## src/rtl/audio_pkg.sv

```systemverilog
// Shared definitions for the ADSR envelope / audio output stage.
package audio_pkg;

    localparam int unsigned ENV_W    = 16;
    localparam int unsigned SAMPLE_W = 32;

    localparam logic [ENV_W-1:0] ENV_MAX = 16'hFFFF;

    typedef enum logic [2:0] {
        ST_IDLE,
        ST_ATTACK,
        ST_DECAY,
        ST_SUSTAIN,
        ST_RELEASE
    } adsr_state_e;

endpackage

```

## src/rtl/tick_div.sv

```systemverilog
// Free-running divider: one-cycle pulse every DIV clocks, starting DIV clocks after reset.
module tick_div #(
    parameter int unsigned DIV = 4
) (
    input  logic clk,
    input  logic rst_n,
    output logic tick
);

    localparam int unsigned CW = (DIV > 1) ? $clog2(DIV) : 1;
    localparam logic [CW-1:0] LAST = CW'(DIV - 1);

    logic [CW-1:0] cnt_q;
    logic [CW-1:0] cnt_d;

    always_comb begin
        tick  = (cnt_q == LAST);
        cnt_d = tick ? '0 : cnt_q + CW'(1);
    end

    always_ff @(posedge clk or negedge rst_n) begin
        if (!rst_n) begin
            cnt_q <= '0;
        end else begin
            cnt_q <= cnt_d;
        end
    end

endmodule

```

## src/rtl/adsr_out_stage.sv

```systemverilog
// ADSR envelope generator applied to a tone sample, feeding the Audio_Controller
// through a two-stage multiply / scale pipeline.
module adsr_out_stage
    import audio_pkg::*;
#(
    parameter int unsigned      UPDATE_DIV  = 50000,
    parameter int unsigned      SAMPLE_DIV  = 1042,
    parameter logic [ENV_W-1:0] ATTACK_INC  = 16'd64,
    parameter logic [ENV_W-1:0] DECAY_DEC   = 16'd16,
    parameter logic [ENV_W-1:0] SUSTAIN_LVL = 16'hC000,
    parameter logic [ENV_W-1:0] RELEASE_DEC = 16'd32
) (
    input  logic                CLOCK_50,
    input  logic                reset_n,
    input  logic                gate,
    input  logic [SAMPLE_W-1:0] sample_in,
    input  logic                audio_out_allowed,
    output logic                write_audio_out,
    output logic [SAMPLE_W-1:0] left_channel_audio_out,
    output logic [SAMPLE_W-1:0] right_channel_audio_out,
    output logic [ENV_W-1:0]    env_level,
    output logic                active,
    output logic                underrun
);

    logic upd_tick;
    logic smp_strobe;

    tick_div #(.DIV(UPDATE_DIV)) u_upd_div (
        .clk   (CLOCK_50),
        .rst_n (reset_n),
        .tick  (upd_tick)
    );

    tick_div #(.DIV(SAMPLE_DIV)) u_smp_div (
        .clk   (CLOCK_50),
        .rst_n (reset_n),
        .tick  (smp_strobe)
    );

    logic        gate_q;
    logic        gate_rise;
    logic        gate_fall;
    adsr_state_e state_q;
    logic [ENV_W-1:0] env_q;
    logic        active_q;

    logic [ENV_W:0] atk_sum;
    logic [ENV_W:0] dec_diff;
    logic [ENV_W:0] rel_diff;
    logic           atk_sat;
    logic           dec_floor;
    logic           rel_floor;

    // Extra top bit catches overflow / borrow so saturation needs no wider compare.
    always_comb begin
        gate_rise = gate & ~gate_q;
        gate_fall = ~gate & gate_q;
        atk_sum   = {1'b0, env_q} + {1'b0, ATTACK_INC};
        dec_diff  = {1'b0, env_q} - {1'b0, DECAY_DEC};
        rel_diff  = {1'b0, env_q} - {1'b0, RELEASE_DEC};
        atk_sat   = atk_sum[ENV_W] | (atk_sum[ENV_W-1:0] == ENV_MAX);
        dec_floor = dec_diff[ENV_W] | (dec_diff[ENV_W-1:0] <= SUSTAIN_LVL);
        rel_floor = rel_diff[ENV_W] | (rel_diff[ENV_W-1:0] == '0);
    end

    always_ff @(posedge CLOCK_50 or negedge reset_n) begin
        if (!reset_n) begin
            gate_q   <= 1'b0;
            state_q  <= ST_IDLE;
            env_q    <= '0;
            active_q <= 1'b0;
        end else begin
            gate_q <= gate;
            case (state_q)
                ST_IDLE: begin
                    env_q <= '0;
                    if (gate_rise) begin
                        state_q  <= ST_ATTACK;
                        active_q <= 1'b1;
                    end
                end
                ST_ATTACK: begin
                    if (gate_fall) begin
                        state_q <= ST_RELEASE;
                    end else if (upd_tick) begin
                        if (atk_sat) begin
                            env_q   <= ENV_MAX;
                            state_q <= ST_DECAY;
                        end else begin
                            env_q <= atk_sum[ENV_W-1:0];
                        end
                    end
                end
                ST_DECAY: begin
                    if (gate_fall) begin
                        state_q <= ST_RELEASE;
                    end else if (upd_tick) begin
                        if (dec_floor) begin
                            env_q   <= SUSTAIN_LVL;
                            state_q <= ST_SUSTAIN;
                        end else begin
                            env_q <= dec_diff[ENV_W-1:0];
                        end
                    end
                end
                ST_SUSTAIN: begin
                    env_q <= SUSTAIN_LVL;
                    if (gate_fall) begin
                        state_q <= ST_RELEASE;
                    end
                end
                ST_RELEASE: begin
                    if (gate_rise) begin
                        state_q <= ST_ATTACK;
                    end else if (upd_tick) begin
                        if (rel_floor) begin
                            env_q    <= '0;
                            state_q  <= ST_IDLE;
                            active_q <= 1'b0;
                        end else begin
                            env_q <= rel_diff[ENV_W-1:0];
                        end
                    end
                end
                default: begin
                    state_q  <= ST_IDLE;
                    env_q    <= '0;
                    active_q <= 1'b0;
                end
            endcase
        end
    end

    logic signed [48:0]  sample_ext;
    logic signed [48:0]  env_ext;
    logic signed [48:0]  prod_q;
    logic signed [48:0]  prod_d;
    logic                valid1_q;
    logic                valid1_d;
    logic [SAMPLE_W-1:0] out_q;
    logic [SAMPLE_W-1:0] out_d;
    logic                wr_q;
    logic                wr_d;
    logic                underrun_q;
    logic                underrun_d;
    logic                prod_unused;

    // Envelope gain is unsigned, so it enters the signed multiply zero-extended.
    always_comb begin
        sample_ext = {{17{sample_in[SAMPLE_W-1]}}, sample_in};
        env_ext    = {33'b0, env_q};
        prod_d     = prod_q;
        valid1_d   = 1'b0;
        out_d      = out_q;
        wr_d       = 1'b0;
        underrun_d = underrun_q;
        if (smp_strobe) begin
            if (audio_out_allowed) begin
                prod_d   = sample_ext * env_ext;
                valid1_d = 1'b1;
            end else begin
                underrun_d = 1'b1;
            end
        end
        if (valid1_q) begin
            out_d = prod_q[47:16];
            wr_d  = 1'b1;
        end
    end

    assign prod_unused = ^{prod_q[48], prod_q[15:0]};

    always_ff @(posedge CLOCK_50 or negedge reset_n) begin
        if (!reset_n) begin
            prod_q     <= '0;
            valid1_q   <= 1'b0;
            out_q      <= '0;
            wr_q       <= 1'b0;
            underrun_q <= 1'b0;
        end else begin
            prod_q     <= prod_d;
            valid1_q   <= valid1_d;
            out_q      <= out_d;
            wr_q       <= wr_d;
            underrun_q <= underrun_d;
        end
    end

    assign write_audio_out         = wr_q;
    assign left_channel_audio_out  = out_q;
    assign right_channel_audio_out = out_q;
    assign env_level               = env_q;
    assign active                  = active_q;
    assign underrun                = underrun_q;

endmodule

```

## config.mk

```make
export PLATFORM = sky130hd
export DESIGN_NAME = adsr_out_stage
export DESIGN_NICKNAME = d
export VERILOG_FILES = /design/src/rtl/audio_pkg.sv /design/src/rtl/tick_div.sv /design/src/rtl/adsr_out_stage.sv
export SDC_FILE = /design/constraint.sdc
export NUM_CORES = 1
export LEC_CHECK = 0
export BUFFER_PORTS_ARGS = -buffer_cell sky130_fd_sc_hd__buf_2
export CAP_MARGIN = 10
export CORE_MARGIN = 2
export CORE_UTILIZATION = 30
export DETAILED_ROUTE_END_ITERATION = 8
export GPL_ROUTABILITY_DRIVEN = 0
export HOLD_SLACK_MARGIN = 0.12
export SLEW_MARGIN = 20
export SYNTH_ARGS = -nofsm -noshare
export SYNTH_HDL_FRONTEND = slang
export SYNTH_SLANG_ARGS = --single-unit
```

## constraint.sdc

```tcl
create_clock -name CLOCK_50 -period 7.4 [get_ports CLOCK_50]
set_input_delay 1.11 -clock CLOCK_50 [delete_from_list [all_inputs] [get_ports CLOCK_50]]
set_output_delay 1.11 -clock CLOCK_50 [all_outputs]
set_load 0.02 [all_outputs]
```

# --- Yosys cells after proc, flatten, opt, wreduce, memory -nomap -nowiden ---
# Index checks and enable logic that the tools add are counted.
word_totals:
  regBits: 131
  latchBits: 0
  mem_bits_rw: 0
  romBits: 0
  inputBits: 36
  out_inout_bits: 83
  elab_cells: 89
  memories: 0
classes:
  addsub: 5
  n_mul: 1
  n_div: 0
  n_lt_le_gt_ge: 1
  eq_ne: 22
  shift: 0
  n_mux: 32
  bitwise: 9
  n_reduce_logical: 8
op_table:
  columns: ["op", "count"]
  rows:
  - ["2-to-1 mux 16 bit", 10]
  - ["one-hot mux 16 bit (4 select lines)", 1]
  - ["multiplier 32 x 17 -> 48 bit", 1]
  - ["2-to-1 mux 3 bit", 11]
  - ["== test 16 bit (second input constant)", 2]
  - ["adder 16 x 7 -> 17 bit (second input constant)", 1]
  - ["subtractor 16 x 5 -> 17 bit (second input constant)", 1]
  - ["subtractor 16 x 6 -> 17 bit (second input constant)", 1]
  - ["adder 16 x 1 -> 16 bit (second input constant)", 1]
  - ["less-or-equal comparator 16 bit (second input constant)", 1]
  - ["logical NOT 16 bit", 1]
  - ["one-hot mux 3 bit (5 select lines)", 1]
  - ["inequality test 2 bit (second input constant)", 6]
  - ["adder 11 x 1 -> 11 bit (second input constant)", 1]
  - ["== test 11 bit (second input constant)", 1]
  - ["2-to-1 mux 11 bit", 1]
  - ["inequality test 3 x 2 -> 1 bit (second input constant)", 3]
  - ["inequality test 3 bit (second input constant)", 3]
  - ["AND reduction 8 bit", 1]
  - ["2-to-1 mux 1 bit", 7]
  - ["== test 3 x 2 -> 1 bit (second input constant)", 2]
  - ["inequality test 2 x 1 -> 1 bit (second input constant)", 3]
  - ["AND reduction 6 bit", 1]
  - ["AND reduction 5 bit", 1]
  - ["other kinds (9)", 16]

# --- Logic depth before layout (Yosys ltp) ---
depth:
  depth_word: 7
  depth_mapped: 25
  mapped_depth_nobuf: 21

# --- By module ---
# From an unflattened synthesis, not the netlist that was laid out.
unflattened:
  cells_unflattened: 2503
  hier_area_um2: 22811.9
modules_own_cells:
  columns: ["module", "instances", "cells_per_inst", "area_each_um2", "seq_area_each_um2"]
  rows:
  - ["adsr_out_stage", 1, 2388, 21526.9, 2127.0]
  - ["tick_div at u_upd_div", 1, 67, 762.0, 400.4]
  - ["tick_div at u_smp_div", 1, 48, 523.0, 275.3]

# --- Worst setup path before layout ---
# OpenSTA, ideal clock, no wires.
synth_timing:
  path_type: "input -> register"
  from: "in sample_in[10]"
  to: "reg prod_q[45]"
  setup_ns: 0.131
  arrival_time_ns: 6.619
  required_time_ns: 7.269
  path_slack_ns: 0.649
  cell_stages: 22
  path_buffers: 1
  cell_sequence: "clkbuf_1 -> nand2_1 -> inv_1 -> fa_1 -> inv_1 -> fa_1 -> fa_1 -> inv_1 -> fa_1 -> fa_1 -> inv_1 -> fa_1 -> inv_1 -> ha_1 -> and3_1 -> nand2_1 -> or4_1 -> a31oi_1 -> o21ai_1 -> a211oi_1 -> or3_1 -> nand3_1"
synth_via:
  elab_chain_cells: 1
synth_lines:
  columns: ["element", "line", "text"]
  rows:
  - ["from (decl)", "adsr_out_stage.sv:16", "input logic [SAMPLE_W-1:0] sample_in,"]
  - ["multiplier 32 x 17 -> 48 bit", "adsr_out_stage.sv:160", "prod_d = sample_ext * env_ext;"]
  - ["to (signal assigned)", "adsr_out_stage.sv:182", "prod_q <= prod_d;"]
  - ["to (decl)", "adsr_out_stage.sv:137", "logic signed [48:0] prod_q;"]
# No other way between the ends.
# A chain may end at the register's enable or synchronous reset.

# --- Final worst setup path ---
layout_timing:
  from: "reg env_q[2] (netlist: env_level[2])"
  to: "reg prod_q[44]"
layout_via:
  elab_chain_cells: 1
layout_lines:
  columns: ["element", "line", "text"]
  rows:
  - ["from (decl)", "adsr_out_stage.sv:45", "logic [ENV_W-1:0] env_q;"]
  - ["from (signal assigned)", "adsr_out_stage.sv:91", "env_q <= atk_sum[ENV_W-1:0];"]
  - ["from (signal assigned)", "adsr_out_stage.sv:103", "env_q <= dec_diff[ENV_W-1:0];"]
  - ["from (signal assigned)", "adsr_out_stage.sv:122", "env_q <= rel_diff[ENV_W-1:0];"]
  - ["multiplier 32 x 17 -> 48 bit", "adsr_out_stage.sv:160", null]
# No other way between the ends.

==> flow_summary_export.csv <==
group,metric,value,unit
routing,route.detailed.drc,0,
clock_network,htree_levels,3,
global_routing,grt_start_max_net_pins,68,
sta,finalSetupTns,0,ps
sta,worst-slew-pin-transition,1034,ps
synth,synth_cell_types,80,
worst_setup_path,crit_path_end_kind,"flop",
worst_setup_path,cp_data_arrival_time,7210,ps
routing,drt-initial-drc-count,977,
worst_setup_path,worstPathMaxFanout,14,
clock_network,cts_setup_buffers,0,
synth,ys.warnings.count,0,
synth,ys_seq_area_frac,0.1229,
final_layout,syn_to_final_growth,8.219,%
synth,synth_xor_area_frac,0.02381,
global_routing,overflow,0,
clock_network,clk_pin_slew,80,ps
sta,grt_setup_unrepaired,"no",
worst_hold_path,hp-class,"reg2reg",
synth,synth-main-ff-cell,"dfrtp_1",
synth,netlist_area,0.02280,mm^2
clock_network,cts.path.max_buffers,2,
synth,synth-compound-area-share,0.07616,
clock_network,cts.sinks,112,
floorplan,ios,119,
floorplan,start_util,0.3017,
worst_setup_path,startpoint_type,"flop",
global_routing,grt_usage,0.1505,
sta,fin_crit_sh,0.9385,
synth,netlist_instances,2500,
routing,vias,16220,
sta,setup_viol,0,
place,portBuffers,118,
floorplan,core_area,0.07557,mm^2
worst_setup_path,slowest_delay,670,ps
worst_setup_path,path_buf_inv,4,
global_routing,grt_pass1_wl,93.71,mm
worst_setup_path,crit_required,7670,ps
final_layout,nNetsFinal,3154,
sta,max_freq,144.0,MHz
worst_setup_path,cp_cell_sequence,"buf_4 > nand2_1 > inv_1 > fa_1 > inv_1 > fa_1 > inv_1 > fa_1 > fa_1 > fa_1 > fa_1 > ha_1 > and3_1 > nand2_1 > or4_1 > a31oi_1 > o21ai_1 > a211oi_1 > nor3_1 > o31ai_1",
clock_network,cts-root-buf,"clkbuf_16",
synth,synth_edf_count,0,
run_status,outcome,"complete, no violations",
clock_network,post_cts_resized,0,
sta,slew_headroom,0.3107,
routing,ant_nets,0,
worst_setup_path,cpLargestDelayFamily,"adder cells",
synth,synth_area_leaders,"fa_1 (40%), dfrtp_1 (12%), inv_1 (9.3%)",
floorplan,die_h,279.7,um
synth,synth_top_family_by_area,"adder cells",
worst_setup_path,reg2reg_slack,460,ps
run,timing.max_cap.violations,0,
clock_network,cts_hold_buf,0,
place,hpwlAfterDp,48.15,mm
sta,layout_min_cycle_time,6945,ps
clock_network,cts_inserted_buffers,9,
synth,muxShareOfSynthArea,0.01811,
worst_setup_path,cpMaxStageDelayCell,"dfrtp_1",
sta,finalClockSkew,7.523,ps
clock_network,clk_latency,360,ps
worst_setup_path,worstSetupPathType,"reg2reg",
sta,slew_violations,0,
routing,wl,56.70,mm
synth,yosysTopAreaCellShare,0.4047,
synth,yosys.area.top_type,"fa_1",
clock_network,cts_tree,"yes",
synth,ys_seq_elements,112,
floorplan,die_area,0.07823,mm^2
floorplan,std_cell_rows,101,
routing,viasPerCell,4.609,
final_layout,drive_gt1_frac,0.09811,
routing,wl_per_cell,16.11,um
synth,syn_area_per_cell,9.121,um^2
global_routing,antenna_found_initial,12,
sta,hold_viol_final,0,
routing,dr.pass1.iters,5,
worst_setup_path,critPathMostFrequentCell,"fa_1",
floorplan,dieWidth,279.7,um
synth,synth-adder-area-share,0.4736,
synth,synth-simple-area-share,0.1582,
synth,synthesis.nets,3121,
synth,async_reset_ff_frac,1.000,
global_routing,grt_pass1_vias,17050,
[through the flow]
stage | util | hold slack (ps) | cells | cell area (um^2) | setup WS [ps]
global placement | 0.3225 | 442.4 | 3500 | 24370 | 174.6
global route | 0.3266 | 476.9 | 3520 | 24680 | 4.960
detailed placement | 0.3225 | 443.3 | 3500 | 24370 | 92.40
floorplan | - | 351.9 | 2500 | 22800 | 649.3
CTS | 0.3264 | 464.4 | 3516 | 24670 | 386.5
finish | 0.3266 | 459.0 | 3520 | 24680 | 455.0
[worst paths after layout]
check | startpoint | end | depth (start not counted)
worst min-delay path | underrun | underrun | 1
max in group asynchronous | reset_n | prod_q[24] | 2
worst min register to register | underrun | underrun | 1
worst max-delay path | env_level[2] | prod_q[44] | 20
min in group asynchronous | reset_n | u_upd_div.cnt_q[6] | 1
worst max register to register | env_level[2] | prod_q[44] | 20
[layout make-up]
type,count,area (um^2)
Tap cell,978,1224
Sequential cell,112,2804
Antenna cell,4,10.01
Inverter,569,2136
Fill cell,7826,50890
Timing Repair Buffer,184,1101
Clock inverter,7,73.82
Clock buffer,9,225.2
Multi-Input combinational cell,1657,17100
[sequential cells by signal (all words and copies together) (netlist names)]
register                count
active                      1
u_upd_div.cnt_q            16
env_level                  13
gate_q                      1
write_audio_out             1
prod_q                     32
u_smp_div.cnt_q            11
underrun                    1
state_q                     3
left_channel_audio_out     32
valid1_q                    1
[metal layers]
layer / share of wire / wire length (um) / track usage
met2: 0.45 / 25560 / 0.2411
met1: 0.48 / 27440 / 0.2179
met4: 0.019 / 1066 / 0.03154
met5: 0.0018 / 101 / 0
met3: 0.045 / 2526 / 0.01910
[cell usage after synthesis, types with 29 or more instances]
library cell,instances
o21ai_0,48
nand3_1,29
and2_1,234
nand2_1,277
nor2_1,59
ha_1,124
a21oi_1,64
inv_1,568
fa_1,461
buf_4,36
mux2_2,34
clkbuf_1,109
xnor2_1,38
dfrtp_1,112
[worst reg2reg max path: cells and delay by family (launching register included)]
family | cells | cell delay (ps)
adder cells (fa/ha/maj) | 7 | 3320
AND/OR/NAND/NOR | 5 | 1160
AO/OA/AOI/OAI | 4 | 1130
flip-flops | 1 | 670
buffers and inverters | 4 | 570
[placed cells by master, fill, tap and decap left out, drive strengths merged, types with 5 or more instances in the layout]
master and count:
a211oi 11, a21boi 6, a21o 26, a21oi 64, a31oi 12, and2 234, and3 16, buf 184
clkbuf 9, dfrtp 112, fa 461, ha 124, inv 572, mux2 34, nand2 277, nand2b 9
nand3 29, nand4 18, nor2 59, nor2b 9, nor3 19, nor4b 5, o211ai 6, o21a 9
o21ai 65, o21bai 7, o221ai 5, o22ai 5, o31ai 12, or3 9, xnor2 38, xor2 24
[cells by family after synthesis]
logic type | after synthesis
simple gates | 707
compound gates | 264
fa+ha+maj | 587
mux | 37
buf+inv | 731
flops | 112
xor+xnor | 62
Power is left out: the tool's default activity adds up to more than one toggle a clock period on the data nets, which glitch-free logic cannot reach.
